===== config.mk =====
export PLATFORM = sky130hd
export DESIGN_NAME = issue_scheduler
export DESIGN_NICKNAME = d
export VERILOG_FILES = /design/src/rtl/issue_scheduler.sv
export SDC_FILE = /design/constraint.sdc
export NUM_CORES = 1
export LEC_CHECK = 0
export ABC_AREA = 1
export ABC_CLOCK_PERIOD_IN_PS = 36800
export CORE_AREA = 3 3 239 241
export CTS_BUF_LIST = sky130_fd_sc_hd__clkbuf_4 sky130_fd_sc_hd__clkbuf_8 sky130_fd_sc_hd__clkbuf_16
export CTS_CLUSTER_SIZE = 28
export DETAILED_ROUTE_END_ITERATION = 10
export DIE_AREA = 0 0 242 244
export PLACE_DENSITY_LB_ADDON = 0.3
export SKIP_CTS_REPAIR_TIMING = 1
export SLEW_MARGIN = 25
export SYNTH_ARGS = -nofsm -noshare
export SYNTH_HDL_FRONTEND = slang
export SYNTH_SLANG_ARGS = --single-unit

===== constraint.sdc =====
create_clock -name CLK -period 36.8 [get_ports CLK]
set_input_delay 7.36 -clock CLK [delete_from_list [all_inputs] [get_ports CLK]]
set_output_delay 7.36 -clock CLK [all_outputs]
set_load 0.03 [all_outputs]

===== src/rtl/issue_scheduler.sv =====
// issue_scheduler: picks the oldest ready issue-queue slot each cycle, masks
// slots whose HI/LO or memory resource is busy, and reports the lowest free
// slot for rename enqueue together with the queue-full halt.
module issue_scheduler #(
   parameter int unsigned MULT_LAT = 4
) (
   input  logic         CLK,
   input  logic         RESET,
   input  logic         STALL,
   input  logic         FLUSH,
   input  logic [15:0]  entry_valid,
   input  logic [15:0]  entry_ready,
   input  logic [15:0]  entry_hilo,
   input  logic [15:0]  entry_mem,
   input  logic [511:0] entry_num,
   input  logic         mem_done,
   output logic         grant_valid,
   output logic [3:0]   grant_index,
   output logic [15:0]  grant_onehot,
   output logic         mult_busy,
   output logic         mem_busy,
   output logic [4:0]   alloc_index,
   output logic         halt_rename
);

   localparam logic [3:0] MULT_LAT_C = 4'(MULT_LAT);

   logic        grant_valid_q, grant_valid_d;
   logic [3:0]  grant_index_q, grant_index_d;
   logic [15:0] grant_onehot_q, grant_onehot_d;
   logic [3:0]  mult_cnt_q, mult_cnt_d;
   logic        mem_inflight_q, mem_inflight_d;

   logic [15:0] elig;
   logic        mult_idle;
   logic        mem_free;
   logic        sel_vld;
   logic [3:0]  sel_idx;
   logic [31:0] sel_num;
   logic        sel_hilo;
   logic        sel_mem;
   logic [4:0]  alloc_idx;

   // A memory slot may go when nothing is in flight or the access completes this cycle.
   assign mult_idle = (mult_cnt_q == 4'd0);
   assign mem_free  = !mem_inflight_q || mem_done;

   // Eligibility: occupied, ready, not just issued, and its resources free.
   always_comb begin
      elig = entry_valid & entry_ready & ~grant_onehot_q;
      if (!mult_idle) begin
         elig = elig & ~entry_hilo;
      end
      if (!mem_free) begin
         elig = elig & ~entry_mem;
      end
   end

   // Oldest-first select; strict less-than keeps the lower index on equal numbers.
   always_comb begin
      sel_vld = 1'b0;
      sel_idx = 4'd0;
      sel_num = 32'd0;
      for (int i = 0; i < 16; i++) begin
         if (elig[i] && (!sel_vld || (entry_num[32*i +: 32] < sel_num))) begin
            sel_vld = 1'b1;
            sel_idx = 4'(i);
            sel_num = entry_num[32*i +: 32];
         end
      end
   end

   assign sel_hilo = sel_vld && entry_hilo[sel_idx];
   assign sel_mem  = sel_vld && entry_mem[sel_idx];

   // Next state: flush clears, stall holds (mem_done ignored), else advance.
   always_comb begin
      grant_valid_d  = grant_valid_q;
      grant_index_d  = grant_index_q;
      grant_onehot_d = grant_onehot_q;
      mult_cnt_d     = mult_cnt_q;
      mem_inflight_d = mem_inflight_q;
      if (FLUSH) begin
         grant_valid_d  = 1'b0;
         grant_index_d  = 4'd0;
         grant_onehot_d = 16'd0;
         mult_cnt_d     = 4'd0;
         mem_inflight_d = 1'b0;
      end else if (!STALL) begin
         grant_valid_d  = sel_vld;
         grant_index_d  = sel_idx;
         grant_onehot_d = sel_vld ? (16'd1 << sel_idx) : 16'd0;
         if (sel_hilo) begin
            mult_cnt_d = MULT_LAT_C;
         end else if (!mult_idle) begin
            mult_cnt_d = mult_cnt_q - 4'd1;
         end
         if (sel_mem) begin
            mem_inflight_d = 1'b1;
         end else if (mem_done) begin
            mem_inflight_d = 1'b0;
         end
      end
   end

   // State registers with asynchronous active-low reset.
   always_ff @(posedge CLK or negedge RESET) begin
      if (!RESET) begin
         grant_valid_q  <= 1'b0;
         grant_index_q  <= 4'd0;
         grant_onehot_q <= 16'd0;
         mult_cnt_q     <= 4'd0;
         mem_inflight_q <= 1'b0;
      end else begin
         grant_valid_q  <= grant_valid_d;
         grant_index_q  <= grant_index_d;
         grant_onehot_q <= grant_onehot_d;
         mult_cnt_q     <= mult_cnt_d;
         mem_inflight_q <= mem_inflight_d;
      end
   end

   // Lowest free slot for rename; 16 means the queue is full.
   always_comb begin
      alloc_idx = 5'd16;
      for (int i = 15; i >= 0; i--) begin
         if (!entry_valid[i]) begin
            alloc_idx = 5'(i);
         end
      end
   end

   assign grant_valid  = grant_valid_q;
   assign grant_index  = grant_index_q;
   assign grant_onehot = grant_onehot_q;
   assign mult_busy    = !mult_idle;
   assign mem_busy     = mem_inflight_q;
   assign alloc_index  = alloc_idx;
   assign halt_rename  = (alloc_idx == 5'd16);

endmodule


==> results.sh, run 1 <==
export IMPL_period_share_pct=96.1
export IMPL_clkSinkCount=26
export IMPL_synth_top_area_share_pct=32.9
export IMPL_drt_iter0_drc=1639
export IMPL_post_route_drc_count=0
export IMPL_yosysTopAreaCell="ha_1"
export IMPL_ys_ff_latch=26
export IMPL_synthTopCellsByCount="nand2_1 (937), o21ai_0 (452), ha_1 (450)"
export IMPL_path_max_fanout=20
export IMPL_dp_worst_setup_slack_ns=-1.11
export IMPL_grt_max_degree=45
export IMPL_synthArstFlopShare_pct=100
export IMPL_regToRegEndpoint="mult_cnt_q[1]$_DFFE_PN0P_"
export IMPL_grtUsageTotal_pct=26.7
export IMPL_wire_per_inst_um=20.6
export IMPL_holdCritStartpoint="grant_valid$_DFFE_PN0P_"
export IMPL_slew_viol_final=0
export IMPL_rows=86
export IMPL_grt_overflow=0
export IMPL_layout_drive_gt1_share_pct=8.93
export IMPL_yosys_warnings=0
export IMPL_clock_latency_ns=0.27
export IMPL_regArea_um2=651
export IMPL_power_leakage_nw=12.7
export IMPL_finalHoldViolations=0
export IMPL_setup_viol=0
export IMPL_startpoint="entry_valid[0]"
export IMPL_path_class="in2reg"
export IMPL_reg2regPathDepth=187
export IMPL_endpoint_kind="register"
export IMPL_clockBufferDepth=2
export IMPL_tritoncts="built"
export IMPL_clk_transition_reported_paths_ns=0.07
export IMPL_whs_ns=0.492
export IMPL_first_pass_iters=6
export IMPL_clock_fmax_mhz=28.3
export IMPL_start_util_pct=31.1
export IMPL_grt_pass1_wl_um=123000
export IMPL_fin_ws_ns=1.44
export IMPL_synthMostInstantiatedCell="nand2_1"
export IMPL_holdPathStages=2
export IMPL_synth_area_mm2=0.0171
export IMPL_worst_slew_pin_slew_ns=1.17
export IMPL_fillCellCount=5677
export IMPL_portBuffers=609
export IMPL_synth_fp_nets=3864
export IMPL_slew_headroom_pct=21.8
export IMPL_place_gp_congestion=1.04
export IMPL_cpPeakStageDelay_ns=0.52
export IMPL_first_global_vias=21000
export IMPL_io_pins=610
export IMPL_hold_path_class="reg2reg"
export IMPL_cp_arrival_ns=35.52
export IMPL_synth_edf_count=0
export IMPL_r2r_slack_ns=8.22
export IMPL_die_w_um=242
export IMPL_vias=22800
export IMPL_core_mm2=0.0551
export IMPL_multi_input_area_mm2=0.0163
export IMPL_fin_crit_ns=35.36
export IMPL_vias_per_cell=5.39
export IMPL_p_per_area_mw_per_mm2=79.8
export IMPL_r2r_start="mult_cnt_q[0]$_DFFE_PN0P_"
export IMPL_crit_path_start_kind="input pin"
export IMPL_drv_cap=0
export IMPL_dieHeight_um=244
export IMPL_antenna_left=0
export IMPL_dp_hpwl_um=75200
export IMPL_cts_root_buf="clkbuf_16"
export IMPL_ir_drop_v=0.0000327
export IMPL_fp_dieArea_mm2=0.0590
export IMPL_wl_um=87200
export IMPL_outcome="finished clean"
export IMPL_synth_flop_cell="dfrtp_1"
export IMPL_synth_area_leaders="ha_1 (33%), nand2_1 (21%), o21ai_0 (13%)"
export IMPL_required_ns=36.96
export IMPL_area_growth_syn_to_layout_pct=53.6
export IMPL_cpMostUsedCell="nand2_1"
export IMPL_cts_inserted_buffers=3
export IMPL_layout_nets=4516
export IMPL_placed_cell_area_mm2=0.0245
export IMPL_synth_cells=2833
export IMPL_slowest_stage="clkdlybuf4s50_1"
export IMPL_design_area_mm2=0.0263
export IMPL_ys_seq_area_share_pct=3.80
export IMPL_critPathCapture="mult_cnt_q[1]$_DFFE_PN0P_"
export IMPL_skew_ns=0.00493
export IMPL_synth_area_per_cell_um2=6.04
export IMPL_antenna_found_initial=14
export IMPL_total_power_w=0.00210
export IMPL_htreeDepth=1
export IMPL_synth_distinct_cells=47
-- stage by stage --
stage               utilization, %  TNS (ns)  std cells
global placement              44.4    -18.63       4170
floorplan                        -         0       2833
finish                        47.7         0       4238
detailed placement            44.4    -23.08       4171
global route                  47.7     -5.83       4236
CTS                           44.6    -19.29       4175
-- cell usage in the layout, fill, tap and decap left out, types with 21 or more instances in the layout --
cell type and count:
o21ai_2 53, inv_1 152, dfrtp_1 26, nand3_1 103
o21ai_1 149, ha_1 450, clkbuf_16 23, clkdlybuf4s50_1 609
nand2_1 924, a211oi_1 34, a21oi_1 187, nor2_1 112
nor3_1 21, nand2_4 24, o21ai_0 254, nand4_1 65
buf_4 66
-- worst min path at each step --
stage                                  to  slack (ns)
2_1_floorplan   mult_cnt_q[1]$_DFFE_PN0P_        0.47
3_3_place_gp   grant_index[2]$_DFFE_PN0P_        0.47
3_5_place_dp   grant_index[3]$_DFFE_PN0P_        0.47
4_1_cts        grant_index[3]$_DFFE_PN0P_        0.49
5_1_grt        grant_index[3]$_DFFE_PN0P_        0.51
6_report          grant_valid$_DFFE_PN0P_        0.49
-- power by group --
group          total (W)  internal (W)  switching (W)
Clock          0.0000278     0.0000167      0.0000111
Sequential     0.0000412     0.0000361     0.00000515
Combinational    0.00203      0.000817        0.00121
-- flip-flops by register name, summed over array words and instances (netlist names) --
signal	flops
grant_valid	1
grant_index	4
mem_busy	1
grant_onehot	16
mult_cnt_q	4
-- critical path: cells and delay by family --
| family | cells | cell delay (ns) |
|---|---|---|
| buffers and inverters | 25 | 3.87 |
| AOI/OAI and AO/OA | 38 | 7.21 |
| and+or+nand+nor | 110 | 12.17 |
| adders and majority gates | 15 | 4.87 |
-- cells by family (layout without fill, tap and decap cells) --
| family | after synthesis | count (layout) | synth area share, % |
|---|---|---|---|
| flip-flops | 26 | 26 | 3.80 |
| XOR/XNOR | 2 | 2 | 0.102 |
| AND/OR/NAND/NOR | 1307 | 1321 | 31.8 |
| other | 0 | 6 | 0 |
| AO/OA/AOI/OAI | 784 | 784 | 25.2 |
| adder cells (fa/ha/maj) | 450 | 450 | 32.9 |
| buffers and inverters | 264 | 901 | 6.18 |
-- per-layer routing --
layer	share of wire [%]	global-route usage [%]
met1	42	33.6
met2	49	48.9
met4	2.2	4.70
met3	6.7	3.56
met5	0.13	0
-- cell type report --
type                            count  share of cell area, %
Clock buffer                        4                  0.338
Inverter                          168                   2.40
Antenna cell                        6                 0.0571
Timing Repair Buffer              729                   29.2
Multi-Input combinational cell   2557                   62.0
Tap cell                          748                   3.56
Sequential cell                    26                   2.47
No activity file was read; power rests on OpenSTA's default activity.
==> run 2, diff against run 1 <==
Settings changed: PLACE_DENSITY set to 0.59, PLACE_DENSITY_LB_ADDON 0.3 to not set.
==> run 2 against run 1 <==
Net effect: the run now ends with max-slew violations left; setup slack gained 0.21 ns; global-route usage grew 0.51 points; largest cell class unchanged; hold slack lost 0.0094 ns; sequential power is essentially flat; non-clock buffer count shrank 2; core utilization shrank 0.38 points; die area is the same; design area shrank 0.80%; sequential share of layout area is essentially flat; power shrank 0.67%; critical endpoint is now mult_cnt_q[0]$_DFFE_PN0P_; largest power group unchanged; clock-buffer cell count shrank 1.
==> results.sh, run 2 (same netlist as run 1, synthesis figures left out) <==
export IMPL_cpMostUsedCell="nand2_1"
export IMPL_required_ns=36.96
export IMPL_startpoint="mem_done"
export IMPL_largest_reg_flops=16
export IMPL_grt_max_degree=54
export IMPL_die_w_um=242
export IMPL_critPathCapture="mult_cnt_q[0]$_DFFE_PN0P_"
export IMPL_fin_util_pct=47.3
export IMPL_ir_drop_v=0.0000326
export IMPL_layout_drive_gt1_share_pct=8.81
export IMPL_first_pass_iters=7
export IMPL_htreeDepth=1
export IMPL_cp_arrival_ns=35.32
export IMPL_layout_cells_most_common="nand2_1"
export IMPL_reg2regPathDepth=192
export IMPL_vias=22700
export IMPL_core_mm2=0.0551
export IMPL_drv_cap=0
export IMPL_path_max_fanout=24
export IMPL_skew_ns=0.00276
export IMPL_hold_path_class="reg2reg"
export IMPL_clk_transition_reported_paths_ns=0.07
export IMPL_start_util_pct=31.1
export IMPL_total_power_w=0.00208
export IMPL_post_route_drc_count=0
export IMPL_slew_viol_final=4
export IMPL_whs_ns=0.483
export IMPL_rows=86
export IMPL_first_global_vias=21100
export IMPL_instances_no_fill=4239
export IMPL_layout_nets=4517
export IMPL_holdPathStages=2
export IMPL_setup_viol=0
export IMPL_crit_path_start_kind="input pin"
export IMPL_place_gp_congestion=1.03
export IMPL_slowest_stage="clkdlybuf4s50_1"
export IMPL_power_leakage_nw=12.5
export IMPL_endpoint_kind="register"
export IMPL_outcome="finished with violations"
export IMPL_violations="max-slew violations"
export IMPL_dieHeight_um=244
export IMPL_cts_root_buf="clkbuf_16"
export IMPL_vias_per_cell=5.35
export IMPL_cpPeakStageDelay_ns=0.46
export IMPL_clock_fmax_mhz=28.4
export IMPL_clockBufferDepth=2
export IMPL_clkSinkCount=26
export IMPL_regToRegEndpoint="mult_cnt_q[0]$_DFFE_PN0P_"
export IMPL_r2r_start="mult_cnt_q[0]$_DFFE_PN0P_"
export IMPL_cts_inserted_buffers=3
export IMPL_slew_headroom_pct=-11.1
export IMPL_antenna_left=0
export IMPL_area_growth_syn_to_layout_pct=52.3
export IMPL_portBuffers=609
export IMPL_placed_cells=4182
export IMPL_worst_slew_pin_slew_ns=1.67
export IMPL_period_share_pct=95.5
export IMPL_path_class="in2reg"
export IMPL_p_per_area_mw_per_mm2=79.9
export IMPL_tritoncts="built"
export IMPL_fp_dieArea_mm2=0.0590
export IMPL_fin_crit_ns=35.15
export IMPL_grt_overflow=0
export IMPL_dp_hpwl_um=77200
export IMPL_drt_iter0_drc=1268
export IMPL_io_pins=610
export IMPL_grt_pass1_wl_um=125000
export IMPL_wire_per_inst_um=20.9
export IMPL_antenna_found_initial=13
export IMPL_r2r_slack_ns=8.38
export IMPL_wl_um=88500
export IMPL_grtUsageTotal_pct=27.2
export IMPL_finalHoldViolations=0
export IMPL_mostFrequentLayoutCells="nand2_1 (921), clkdlybuf4s50_1 (609), ha_1 (448)"
export IMPL_clock_latency_ns=0.27
==> run 2: cell count changes in the layout (fill, tap and decap cells not counted), sizes merged <==
cell and change:
buf +9, bufinv +1, clkbuf -12, nand2 +3
==> run 2: metal layers <==
layer  part of all wire [%]  track usage, %  vias up
met1                     42            33.5    10300
met4                    2.5            6.28       16
met2                     49            49.8      857
met5                   0.13               0        -
li1                       -               -    11400
met3                    6.5            3.97      116
==> run 2: through the flow <==
| stage | setup WS, ns | TNS [ns] | cell area [um2] |
|---|---|---|---|
| CTS | -1.09 | -21.99 | 24600 |
| finish | 1.65 | 0 | 26100 |
| global placement | -1.34 | -27.96 | 24500 |
| detailed placement | -1.24 | -25.75 | 24500 |
| global route | -0.445 | -5.23 | 26100 |
| floorplan | 3.04 | 0 | 17100 |
==> run 2: worst min path at each step <==
stage | from | to | slack, ns
2_1_floorplan | mult_cnt_q[1]$_DFFE_PN0P_ | mult_cnt_q[1]$_DFFE_PN0P_ | 0.47
3_3_place_gp | grant_index[3]$_DFFE_PN0P_ | grant_index[3]$_DFFE_PN0P_ | 0.47
3_5_place_dp | grant_index[3]$_DFFE_PN0P_ | grant_index[3]$_DFFE_PN0P_ | 0.47
4_1_cts | grant_index[3]$_DFFE_PN0P_ | grant_index[3]$_DFFE_PN0P_ | 0.49
5_1_grt | grant_valid$_DFFE_PN0P_ | grant_valid$_DFFE_PN0P_ | 0.55
6_report | grant_index[3]$_DFFE_PN0P_ | grant_index[3]$_DFFE_PN0P_ | 0.48
==> run 2: layout make-up <==
type / instances / area [um2]
fill: 5739 / 29000
multi-input combinational: 2560 / 16400
timing repair buffer: 727 / 7380
tap: 748 / 936
sequential: 26 / 651
inverter: 168 / 631
clock buffer: 3 / 75.1
clock inverter: 1 / 30.0
antenna: 6 / 15.0
==> run 2: worst max-delay path: cells and delay by family <==
kind	cells	cell delay, ns
compound gates	38	6.44
buf+inv	27	4.00
simple gates	113	12.79
fa+ha+maj	15	4.63
==> run 2: report_power, final <==
part,total [W],internal [W],leakage [nW],switching [W]
registers,0.0000411,0.0000361,0.354,0.00000505
clock network,0.0000334,0.0000217,0.0511,0.0000117
logic,0.00201,0.000804,12.1,0.00120
total,0.00208,0.000862,12.5,0.00122
==> run 3, diff against run 2 <==
Settings changed: RECOVER_POWER set to 25.
==> run 3 against run 2 <==
Net effect: the run ends with max-capacitance violations, max-slew violations left; fmax barely moved; design area barely moved; non-clock buffer count did not move; critical path depth rose by 1; via count barely moved; combinational power barely moved; critical path type unchanged; largest cell class unchanged.
==> results.sh, run 3 (same netlist as run 1, synthesis figures left out) <==
export IMPL_endpoint_kind="register"
export IMPL_drt_iter0_drc=1268
export IMPL_routed_wl_met3_um=5730
export IMPL_path_max_fanout=24
export IMPL_routed_top_layer="met5"
export IMPL_ir_drop_v=0.0000324
export IMPL_largest_reg_flops=16
export IMPL_clockBufferDepth=2
export IMPL_worst_slew_pin_slew_ns=1.67
export IMPL_clock_fmax_mhz=28.4
export IMPL_grt_max_degree=54
export IMPL_first_pass_iters=7
export IMPL_htreeDepth=1
export IMPL_rows=86
export IMPL_core_mm2=0.0551
export IMPL_drv_cap=1
export IMPL_layout_cells_most_common="nand2_1"
export IMPL_skew_ns=0.00265
export IMPL_violations="max-capacitance violations, max-slew violations"
export IMPL_cp_arrival_ns=35.31
export IMPL_fin_crit_ns=35.15
export IMPL_first_global_vias=21100
export IMPL_vias=22700
export IMPL_portBuffers=609
export IMPL_tritoncts="built"
export IMPL_post_route_drc_count=0
export IMPL_required_ns=36.96
export IMPL_cts_root_buf="clkbuf_16"
export IMPL_multi_input_area_mm2=0.0164
export IMPL_cpPeakStageDelay_ns=0.46
export IMPL_power_leakage_nw=12.5
export IMPL_m1WireLength_um=36800
export IMPL_layout_drive_gt1_share_pct=8.78
export IMPL_die_w_um=242
export IMPL_p_per_area_mw_per_mm2=79.9
export IMPL_design_area_mm2=0.0261
export IMPL_slew_headroom_pct=-11.1
export IMPL_crit_path_start_kind="input pin"
export IMPL_dp_hpwl_um=77200
export IMPL_setup_viol=0
export IMPL_place_gp_congestion=1.03
export IMPL_clock_latency_ns=0.27
export IMPL_antenna_left=0
export IMPL_fin_setup_tns_ns=0
export IMPL_wl_um=88500
export IMPL_period_share_pct=95.5
export IMPL_dieHeight_um=244
export IMPL_routed_wl_met2_um=43700
export IMPL_fillCellCount=5739
export IMPL_hold_path_class="reg2reg"
export IMPL_path_class="in2reg"
export IMPL_mostFrequentLayoutCells="nand2_1 (921), clkdlybuf4s50_1 (608), ha_1 (448)"
export IMPL_antenna_found_initial=13
export IMPL_clkSinkCount=26
export IMPL_placed_cell_area_mm2=0.0245
export IMPL_grt_overflow=0
export IMPL_slew_viol_final=31
export IMPL_start_util_pct=31.1
export IMPL_fp_dieArea_mm2=0.0590
export IMPL_vias_per_cell=5.36
export IMPL_regArea_um2=651
export IMPL_slowest_stage="clkdlybuf4s50_1"
export IMPL_cpMostUsedCell="nand2_1"
export IMPL_area_growth_syn_to_layout_pct=52.3
export IMPL_grt_pass1_wl_um=125000
export IMPL_layout_nets=4517
export IMPL_grtUsageTotal_pct=27.2
export IMPL_clk_transition_reported_paths_ns=0.07
export IMPL_io_pins=610
export IMPL_cts_inserted_buffers=3
export IMPL_finalHoldViolations=0
export IMPL_outcome="finished with violations"
export IMPL_wire_per_inst_um=20.9
[run 3: cell count changes in the layout (fill, tap and decap cells not counted)]
cell | before | now
dlygate4sd3_1 | 0 | 1
buf_4 | 80 | 79
clkbuf_1 | 0 | 1
clkdlybuf4s50_1 | 609 | 608
[run 3: worst paths after layout]
check / slack [ns] / depth (start not counted) / startpoint / end
setup / recovery: 1.65 / 194 / mem_done / mult_cnt_q[0]$_DFFE_PN0P_
hold / removal: 0.48 / 2 / grant_index[3]$_DFFE_PN0P_ / grant_index[3]$_DFFE_PN0P_
setup reg to reg: 8.38 / 191 / mult_cnt_q[0]$_DFFE_PN0P_ / mult_cnt_q[0]$_DFFE_PN0P_
hold reg to reg: 0.48 / 2 / grant_index[3]$_DFFE_PN0P_ / grant_index[3]$_DFFE_PN0P_
max in group asynchronous: 27.86 / 2 / RESET / mult_cnt_q[2]$_DFFE_PN0P_
min in group asynchronous: 8.02 / 2 / RESET / grant_index[2]$_DFFE_PN0P_
[run 3: critical path: cells and delay by family]
| family | cells | cell delay, ns |
|---|---|---|
| and+or+nand+nor | 110 | 12.11 |
| AOI/OAI and AO/OA | 41 | 7.04 |
| adders and majority gates | 15 | 4.53 |
| buffers and inverters | 28 | 4.16 |
[run 3: area by class of cell]
| type | count | area share (%) |
|---|---|---|
| Multi-Input combinational cell | 2560 | 62.8 |
| Clock inverter | 1 | 0.115 |
| Antenna cell | 6 | 0.0576 |
| Tap cell | 748 | 3.59 |
| Clock buffer | 3 | 0.288 |
| Inverter | 168 | 2.42 |
| Sequential cell | 26 | 2.49 |
| Timing Repair Buffer | 727 | 28.3 |
[run 3: metal layers]
| layer | vias up | GRT usage (%) |
|---|---|---|
| met3 | 116 | 3.97 |
| li1 | 11400 | - |
| met4 | 16 | 6.28 |
| met1 | 10300 | 33.5 |
| met5 | - | 0 |
| met2 | 870 | 49.8 |
[run 3: per-stage QoR]
stage	std cells	setup WS [ns]	power (W)	util, %	hold WS [ns]
floorplan	2833	3.04	0.00127	-	0.472
global route	4235	-0.445	0.00235	47.3	0.548
CTS	4186	-1.09	0.00188	44.6	0.491
finish	4239	1.65	0.00208	47.3	0.483
detailed placement	4182	-1.24	0.00184	44.5	0.474
global placement	4182	-1.34	0.00183	44.5	0.466
[run 3: where the power goes]
group	switching [W]	internal (W)	leakage (nW)
clock network	0.0000117	0.0000217	0.0511
logic	0.00120	0.000804	12.1
registers	0.00000505	0.0000361	0.354
total	0.00122	0.000862	12.5
